**config.mk**
```make
export PLATFORM = sky130hd
export DESIGN_NAME = io_port_bank
export DESIGN_NICKNAME = d
export VERILOG_FILES = /design/src/rtl/io_port_pkg.sv /design/src/rtl/io_port_slice.sv /design/src/rtl/io_port_bank.sv
export SDC_FILE = /design/constraint.sdc
export NUM_CORES = 1
export LEC_CHECK = 0
export CAP_MARGIN = 20
export CORE_MARGIN = 2
export CORE_UTILIZATION = 52
export DETAILED_ROUTE_END_ITERATION = 10
export GPL_ROUTABILITY_DRIVEN = 1
export PLACE_DENSITY = 0.85
export SLEW_MARGIN = 20
export SYNTH_ARGS = -nofsm -noshare
export SYNTH_HDL_FRONTEND = slang
export SYNTH_SLANG_ARGS = --single-unit
export TNS_END_PERCENT = 30
```
**constraint.sdc**
```tcl
create_clock -name clk -period 5.4 [get_ports clk]
set_clock_uncertainty 0.2 [all_clocks]
set_input_delay 1.08 -clock clk [delete_from_list [all_inputs] [get_ports clk]]
set_output_delay 1.08 -clock clk [all_outputs]
set_load 0.01 [all_outputs]
```
**src/rtl/io_port_pkg.sv**
```systemverilog
// Shared constants and types for the quasi-bidirectional I/O port bank.
package io_port_pkg;

    // Width of the port index on the data-bus side; it allows up to eight ports.
    localparam int SEL_W     = 3;
    localparam int MAX_PORTS = 1 << SEL_W;

    // Read source selected by the rmw input.
    typedef enum logic {
        RD_PIN   = 1'b0,  // synchronised pin levels
        RD_LATCH = 1'b1   // output latch (read-modify-write)
    } rd_src_e;

    // Per-bit reset values. Replicate them to the port width where they are used.
    localparam logic LATCH_RST = 1'b1;
    localparam logic SYNC_RST  = 1'b1;

endpackage

```
**src/rtl/io_port_slice.sv**
```systemverilog
// One quasi-bidirectional port: output latch, pin synchroniser, one-cycle strong
// pull-up after a 0->1 latch transition, and sticky falling-edge flags.
module io_port_slice
    import io_port_pkg::*;
#(
    parameter int WIDTH       = 8,
    parameter int SYNC_STAGES = 2
) (
    input  logic             clk,
    input  logic             reset,
    input  logic             wr_en,      // write strobe, already qualified by sel
    input  logic             byte_mode,  // 1: whole byte, 0: bits picked by position
    input  logic [WIDTH-1:0] position,
    input  logic [WIDTH-1:0] din,
    input  logic             bin,
    input  logic             clr_en,     // flag clear strobe, already qualified by sel
    input  logic [WIDTH-1:0] pin_in,
    output logic [WIDTH-1:0] latch,
    output logic [WIDTH-1:0] sync,
    output logic [WIDTH-1:0] pin_out,
    output logic [WIDTH-1:0] pin_oe,
    output logic [WIDTH-1:0] edge_flag
);

    logic [WIDTH-1:0] latch_q;
    logic [WIDTH-1:0] latch_d;
    logic [WIDTH-1:0] pulse_q;
    logic [WIDTH-1:0] sync_q [SYNC_STAGES];
    logic [WIDTH-1:0] prev_sync_q;
    logic [WIDTH-1:0] flag_q;
    logic [WIDTH-1:0] fall;
    logic [WIDTH-1:0] clr_mask;

    // Next latch value: a byte write or a masked bit write.
    always_comb begin
        // NOTE: the hold value is assigned first so that every path drives latch_d; a missing default would infer a latch.
        latch_d = latch_q;
        if (wr_en) begin
            if (byte_mode) begin
                latch_d = din;
            end else begin
                latch_d = (latch_q & ~position) | (position & {WIDTH{bin}});
            end
        end
    end

    // Output latch, plus a one-cycle pulse for bits that go from 0 to 1.
    always_ff @(posedge clk) begin
        // NOTE: registers are updated with non-blocking assignments, so every flop samples its pre-edge inputs.
        if (reset) begin
            latch_q <= {WIDTH{LATCH_RST}};
            pulse_q <= '0;
        end else begin
            latch_q <= latch_d;
            pulse_q <= ~latch_q & latch_d;
        end
    end

    // Pin synchroniser shift chain and the previous synchronised value.
    always_ff @(posedge clk) begin
        // NOTE: every stage of the array is reset, not only the last one. Stale low levels would otherwise produce a false falling edge after reset.
        if (reset) begin
            for (int s = 0; s < SYNC_STAGES; s++) begin
                sync_q[s] <= {WIDTH{SYNC_RST}};
            end
            prev_sync_q <= {WIDTH{SYNC_RST}};
        end else begin
            sync_q[0] <= pin_in;
            for (int s = 1; s < SYNC_STAGES; s++) begin
                sync_q[s] <= sync_q[s-1];
            end
            prev_sync_q <= sync_q[SYNC_STAGES-1];
        end
    end

    assign sync     = sync_q[SYNC_STAGES-1];
    assign fall     = prev_sync_q & ~sync;
    assign clr_mask = clr_en ? din : '0;

    // Sticky edge flags. When a clear and a new edge hit the same bit in one cycle, the edge wins.
    always_ff @(posedge clk) begin
        if (reset) begin
            flag_q <= '0;
        end else begin
            flag_q <= (flag_q & ~clr_mask) | fall;
        end
    end

    assign latch     = latch_q;
    assign pin_out   = latch_q;
    assign pin_oe    = ~latch_q | pulse_q;
    assign edge_flag = flag_q;

endmodule

```
**src/rtl/io_port_bank.sv**
```systemverilog
// Bank of NPORTS quasi-bidirectional 8051-style ports on the internal data bus.
// This module decodes the access, muxes read data and combines the edge flags into irq.
module io_port_bank
    import io_port_pkg::*;
#(
    parameter int NPORTS      = 4,
    parameter int WIDTH       = 8,
    parameter int SYNC_STAGES = 2
) (
    input  logic                     clk,
    input  logic                     reset,
    input  logic [SEL_W-1:0]         sel,
    input  logic                     en,
    input  logic                     oe,
    input  logic                     Bb,
    input  logic [WIDTH-1:0]         position,
    input  logic                     rmw,
    input  logic [WIDTH-1:0]         din,
    input  logic                     bin,
    output logic [WIDTH-1:0]         dout,
    output logic                     bout,
    input  logic [NPORTS*WIDTH-1:0]  pin_in,
    output logic [NPORTS*WIDTH-1:0]  pin_out,
    output logic [NPORTS*WIDTH-1:0]  pin_oe,
    input  logic [NPORTS*WIDTH-1:0]  irq_mask,
    input  logic                     clr_en,
    output logic [NPORTS*WIDTH-1:0]  edge_flag,
    output logic                     irq
);

    logic [WIDTH-1:0] latch_arr [NPORTS];
    logic [WIDTH-1:0] sync_arr  [NPORTS];
    logic [WIDTH-1:0] rd_data;
    logic             rd_valid;
    logic             rd_bit;
    rd_src_e          rd_src;

    for (genvar p = 0; p < NPORTS; p++) begin : g_port
        logic hit;
        assign hit = (sel == SEL_W'(p));

        io_port_slice #(
            .WIDTH       (WIDTH),
            .SYNC_STAGES (SYNC_STAGES)
        ) u_slice (
            .clk       (clk),
            .reset     (reset),
            .wr_en     (en & hit),
            .byte_mode (Bb),
            .position  (position),
            .din       (din),
            .bin       (bin),
            .clr_en    (clr_en & hit),
            .pin_in    (pin_in[p*WIDTH +: WIDTH]),
            .latch     (latch_arr[p]),
            .sync      (sync_arr[p]),
            .pin_out   (pin_out[p*WIDTH +: WIDTH]),
            .pin_oe    (pin_oe[p*WIDTH +: WIDTH]),
            .edge_flag (edge_flag[p*WIDTH +: WIDTH])
        );
    end

    assign rd_src = rd_src_e'(rmw);

    // Read mux. If sel points past the last port, nothing matches and the read returns zero.
    always_comb begin
        rd_data  = '0;
        rd_valid = 1'b0;
        for (int p = 0; p < NPORTS; p++) begin
            if (sel == SEL_W'(p)) begin
                rd_valid = 1'b1;
                rd_data  = (rd_src == RD_LATCH) ? latch_arr[p] : sync_arr[p];
            end
        end
    end

    // Bit read: the lowest set position bit wins, so scan from the top down.
    always_comb begin
        rd_bit = 1'b0;
        for (int i = WIDTH - 1; i >= 0; i--) begin
            if (position[i]) begin
                rd_bit = rd_data[i];
            end
        end
    end

    assign dout = (oe && rd_valid) ? rd_data : '0;
    assign bout = oe && rd_valid && rd_bit;
    assign irq  = |(edge_flag & irq_mask);

endmodule

```
==> impl_metrics.csv <==
group,metric,value,unit
global_route,grt_first_pass_wirelength,32220,um
sta,final-setup-viol-count,0,
placement,preCtsSetupSlack,571.1,ps
sta,final_max_slew_viol_count,0,
logic_synthesis,synth_seq_cells,192,
critical_path,endpoint,"bout",
cts,cts.root.buffer_cell,"clkbuf_16",
placement,gp_routability_congestion,0.9589,
power,max-vdd-ir-drop,0.2599,mV
cts,ctsLongestPathBuffers,2,
logic_synthesis,synth_edf_count,0,
logic_synthesis,synthesis.nets,876,
detailed_routing,drc,0,
sta,grt_setup_unrepaired,"false",
critical_path,startpoint_types,"input port",
critical_path,r2r_end,"g_port[0].u_slice.edge_flag[1]",
cts,tritoncts,"done",
logic_synthesis,ys_types,47,
global_route,vias_in_the_first_global_route,5782,
logic_synthesis,synth.cell_area,7286,um^2
hold_path,holdCritPathClass,"reg -> reg",
detailed_routing,drt_first_pass_iters,5,
detailed_routing,via_count,6250,
logic_synthesis,synth.largest_area_cell,"dfxtp_1",
power,powerDensity,305.7,nW/um^2
layout,antenna_cells,0,
global_route,largest_net_degree_at_the_start_of_global_routing,131,
detailed_routing,routed_wl,21440,um
sta,worst_slew_pin_slew,986.4,ps
die,die_area,14970,um^2
sta,layout_setup_ws,554.3,ps
cts,clkSinkCount,192,
global_route,grt_remaining_overflow,0,
global_route,aggregate_global_route_resource_usage,29.05,%
cts,tritoncts.num_buffers,17,
layout,final_layout_size_suffix_gt1_share,15.68,%
cts,cts_hold_repair.buffers,0,
status,status,"finished clean",
cts,clock_latency_of_the_later_clocked_register_in_the_worst_skew_pair,430,ps
cts,htreeDepth,4,
sta,timing.setup.tns,0,ps
power,cellLeakagePower,0.003791,uW
critical_path,critical_path.slowest_cell,"clkdlybuf4s50_1",
die,start_util,52.90,%
job,cap_violations,0,
logic_synthesis,dominantRegCellSynth,"dfxtp_1",
critical_path,worstPathArrival,3570,ps
detailed_routing,drt_first_iter_violations,627,
sta,report.final.hold_viol_count,0,
critical_path,required,4120,ps
placement,placement.io_buffers,196,
layout,area_of_all_placed_cells_without_fillers,9923,um^2
logic_synthesis,avgSynthCellArea,9.281,um^2
sta,fin_crit_sh,89.74,%
placement,dpl.hpwl,15690,um
global_route,antenna_violations_before_repair,0,
logic_synthesis,yosys_warnings,0,
detailed_routing,vias_per_cell,5.379,
sta,maxClockFrequency,206.4,MHz
critical_path,crit_path_max_incr_delay,520,ps
detailed_routing,dr_wl_cell,18.45,um
placement,dpl_cell_area,9350,um^2
logic_synthesis,asyncSetResetFlopFracSynth,0,%
critical_path,worstReg2RegStart,"g_port[0].u_slice.sync_q[0][9]",
die,core_area,13770,um^2
sta,final.min_clock_period,4846,ps
layout,layout.core_utilization,72.05,%
logic_synthesis,yosysSeqAreaShare,52.76,%
cts,clk_transition_reported_paths,70,ps
logic_synthesis,netlist.area_leader.share,52.76,%
critical_path,crit_path_start,"rmw",
critical_path,element_type_at_the_critical_path_end,"primary output",
power,post-layout-total-power,3034,uW
sta,max-slew-margin-rel,34.24,%
detailed_routing,detail-route-antenna-nets,0,
logic_synthesis,synth_cells,785,
critical_path,rr_worst_depth,3,
critical_path,critical_path_cell_by_cell,"clkdlybuf4s50_1 -> buf_12 -> mux2_4 -> o21ai_1 -> o21ai_1 -> a221o_1 -> a211oi_2 -> a21oi_1 -> clkdlybuf4s50_1",
cts,post-cts-setup-buffer-count,0,
layout,finalNetCount,1060,
layout,area_growth_from_synthesis_to_final_layout,36.20,%
die,fp.dieH,122.4,um
die,top_level_ports,197,
critical_path,worst-setup-path-type,"in -> out",
die,fp-row-count,43,
critical_path,timing.reg2reg.setup_slack,4280,ps
cts,cts_repair_resize_count,0,
die,die_w,122.4,um
logic_synthesis,netlist_top_cells_area,"dfxtp_1 53%, or2_2 8.3%, nand2b_1 5.6%",
critical_path,crit_fanout,32,
[critical path, delay by kind of cell]
kind                   cells  cell delay (ps)
muxes                      1              320
buffers and inverters      3             1260
AOI/OAI and AO/OA          5              890
[cells in the mapped netlist, drive strengths merged, types with 2 or more instances]
cell / number
nand4: 2
a22oi: 12
nor3b: 2
a22o: 2
dfxtp: 192
clkbuf: 25
nand3: 4
nand2: 37
a21oi: 45
nand2b: 65
o21a: 5
nor3: 34
nand3b: 3
and2: 2
mux2i: 22
nor2b: 41
mux2: 10
o21ai: 24
a221oi: 2
buf: 12
o22ai: 40
inv: 3
or2: 100
nor2: 92
[sequential cells by signal, indices dropped and copies added, names as in the netlist]
name / count
g_port.u_slice.latch: 32
g_port.u_slice.prev_sync_q: 32
g_port.u_slice.pulse_q: 32
g_port.u_slice.edge_flag: 32
g_port.u_slice.sync_q: 64
[worst min path at each step]
stage          depth (start not counted)                              end                            from
4_1_cts                                1  g_port[0].u_slice.sync_q[0][12]  g_port[0].u_slice.sync_q[0][4]
5_1_grt                                1  g_port[0].u_slice.sync_q[0][12]  g_port[0].u_slice.sync_q[0][4]
3_5_place_dp                           1  g_port[2].u_slice.sync_q[0][14]  g_port[2].u_slice.sync_q[0][6]
3_3_place_gp                           1   g_port[0].u_slice.sync_q[0][8]  g_port[0].u_slice.sync_q[0][0]
6_report                               1   g_port[3].u_slice.sync_q[0][9]  g_port[3].u_slice.sync_q[0][1]
2_1_floorplan                          1  g_port[0].u_slice.sync_q[0][10]  g_port[0].u_slice.sync_q[0][2]
[per-stage QoR]
stage	hold slack, ps	std cells
finish	205.5	1162
global route	216.7	1162
CTS	209.2	1162
detailed placement	193.2	1130
global placement	193.3	1130
floorplan	189.5	785
[cell usage in the layout, fill, tap and decap left out, types with 6 or more instances in the layout]
cell type	instances
buf_4	6
a21oi_1	44
nor2b_1	41
o22ai_1	40
o21ai_0	9
o21ai_1	15
nor3_1	29
mux2i_1	22
dfxtp_1	192
nor2_1	90
clkdlybuf4s50_1	195
clkbuf_16	17
a22oi_1	12
nand2_1	36
or2_2	97
nand2b_1	65
[per-layer routing]
| metal | vias up | part of all wire [%] | track usage, % | routed length, um |
|---|---|---|---|---|
| met1 | 2971 | 42 | 37.32 | 8938 |
| met3 | 37 | 6.0 | 5.901 | 1288 |
| met2 | 233 | 50 | 49.03 | 10740 |
| met5 | - | 0 | 0 | 0 |
| met4 | 0 | 2.2 | 9.411 | 476 |
| li1 | 3009 | - | - | - |
[cell type report]
| class | instances | area [um^2] |
|---|---|---|
| clock inverter | 13 | 130.1 |
| clock buffer | 19 | 442.9 |
| timing repair buffer | 202 | 2017 |
| tap | 180 | 225.2 |
| fill | 1081 | 3850 |
| inverter | 3 | 11.26 |
| sequential | 192 | 3844 |
| multi-input combinational | 553 | 3253 |
[cell families after synthesis]
logic type | count (synthesis) | share of synthesized area (%)
simple gates | 386 | 28.92
flops | 192 | 52.76
compound gates | 135 | 11.11
buf+inv | 40 | 2.593
mux | 32 | 4.619
[report_power, final]
group	leakage, uW	internal, uW	switching (uW)
Clock	0.000275	658	558
Sequential	0.00157	1460	37.3
Combinational	0.00194	172	148
No activity file was read; power rests on OpenSTA's default activity.
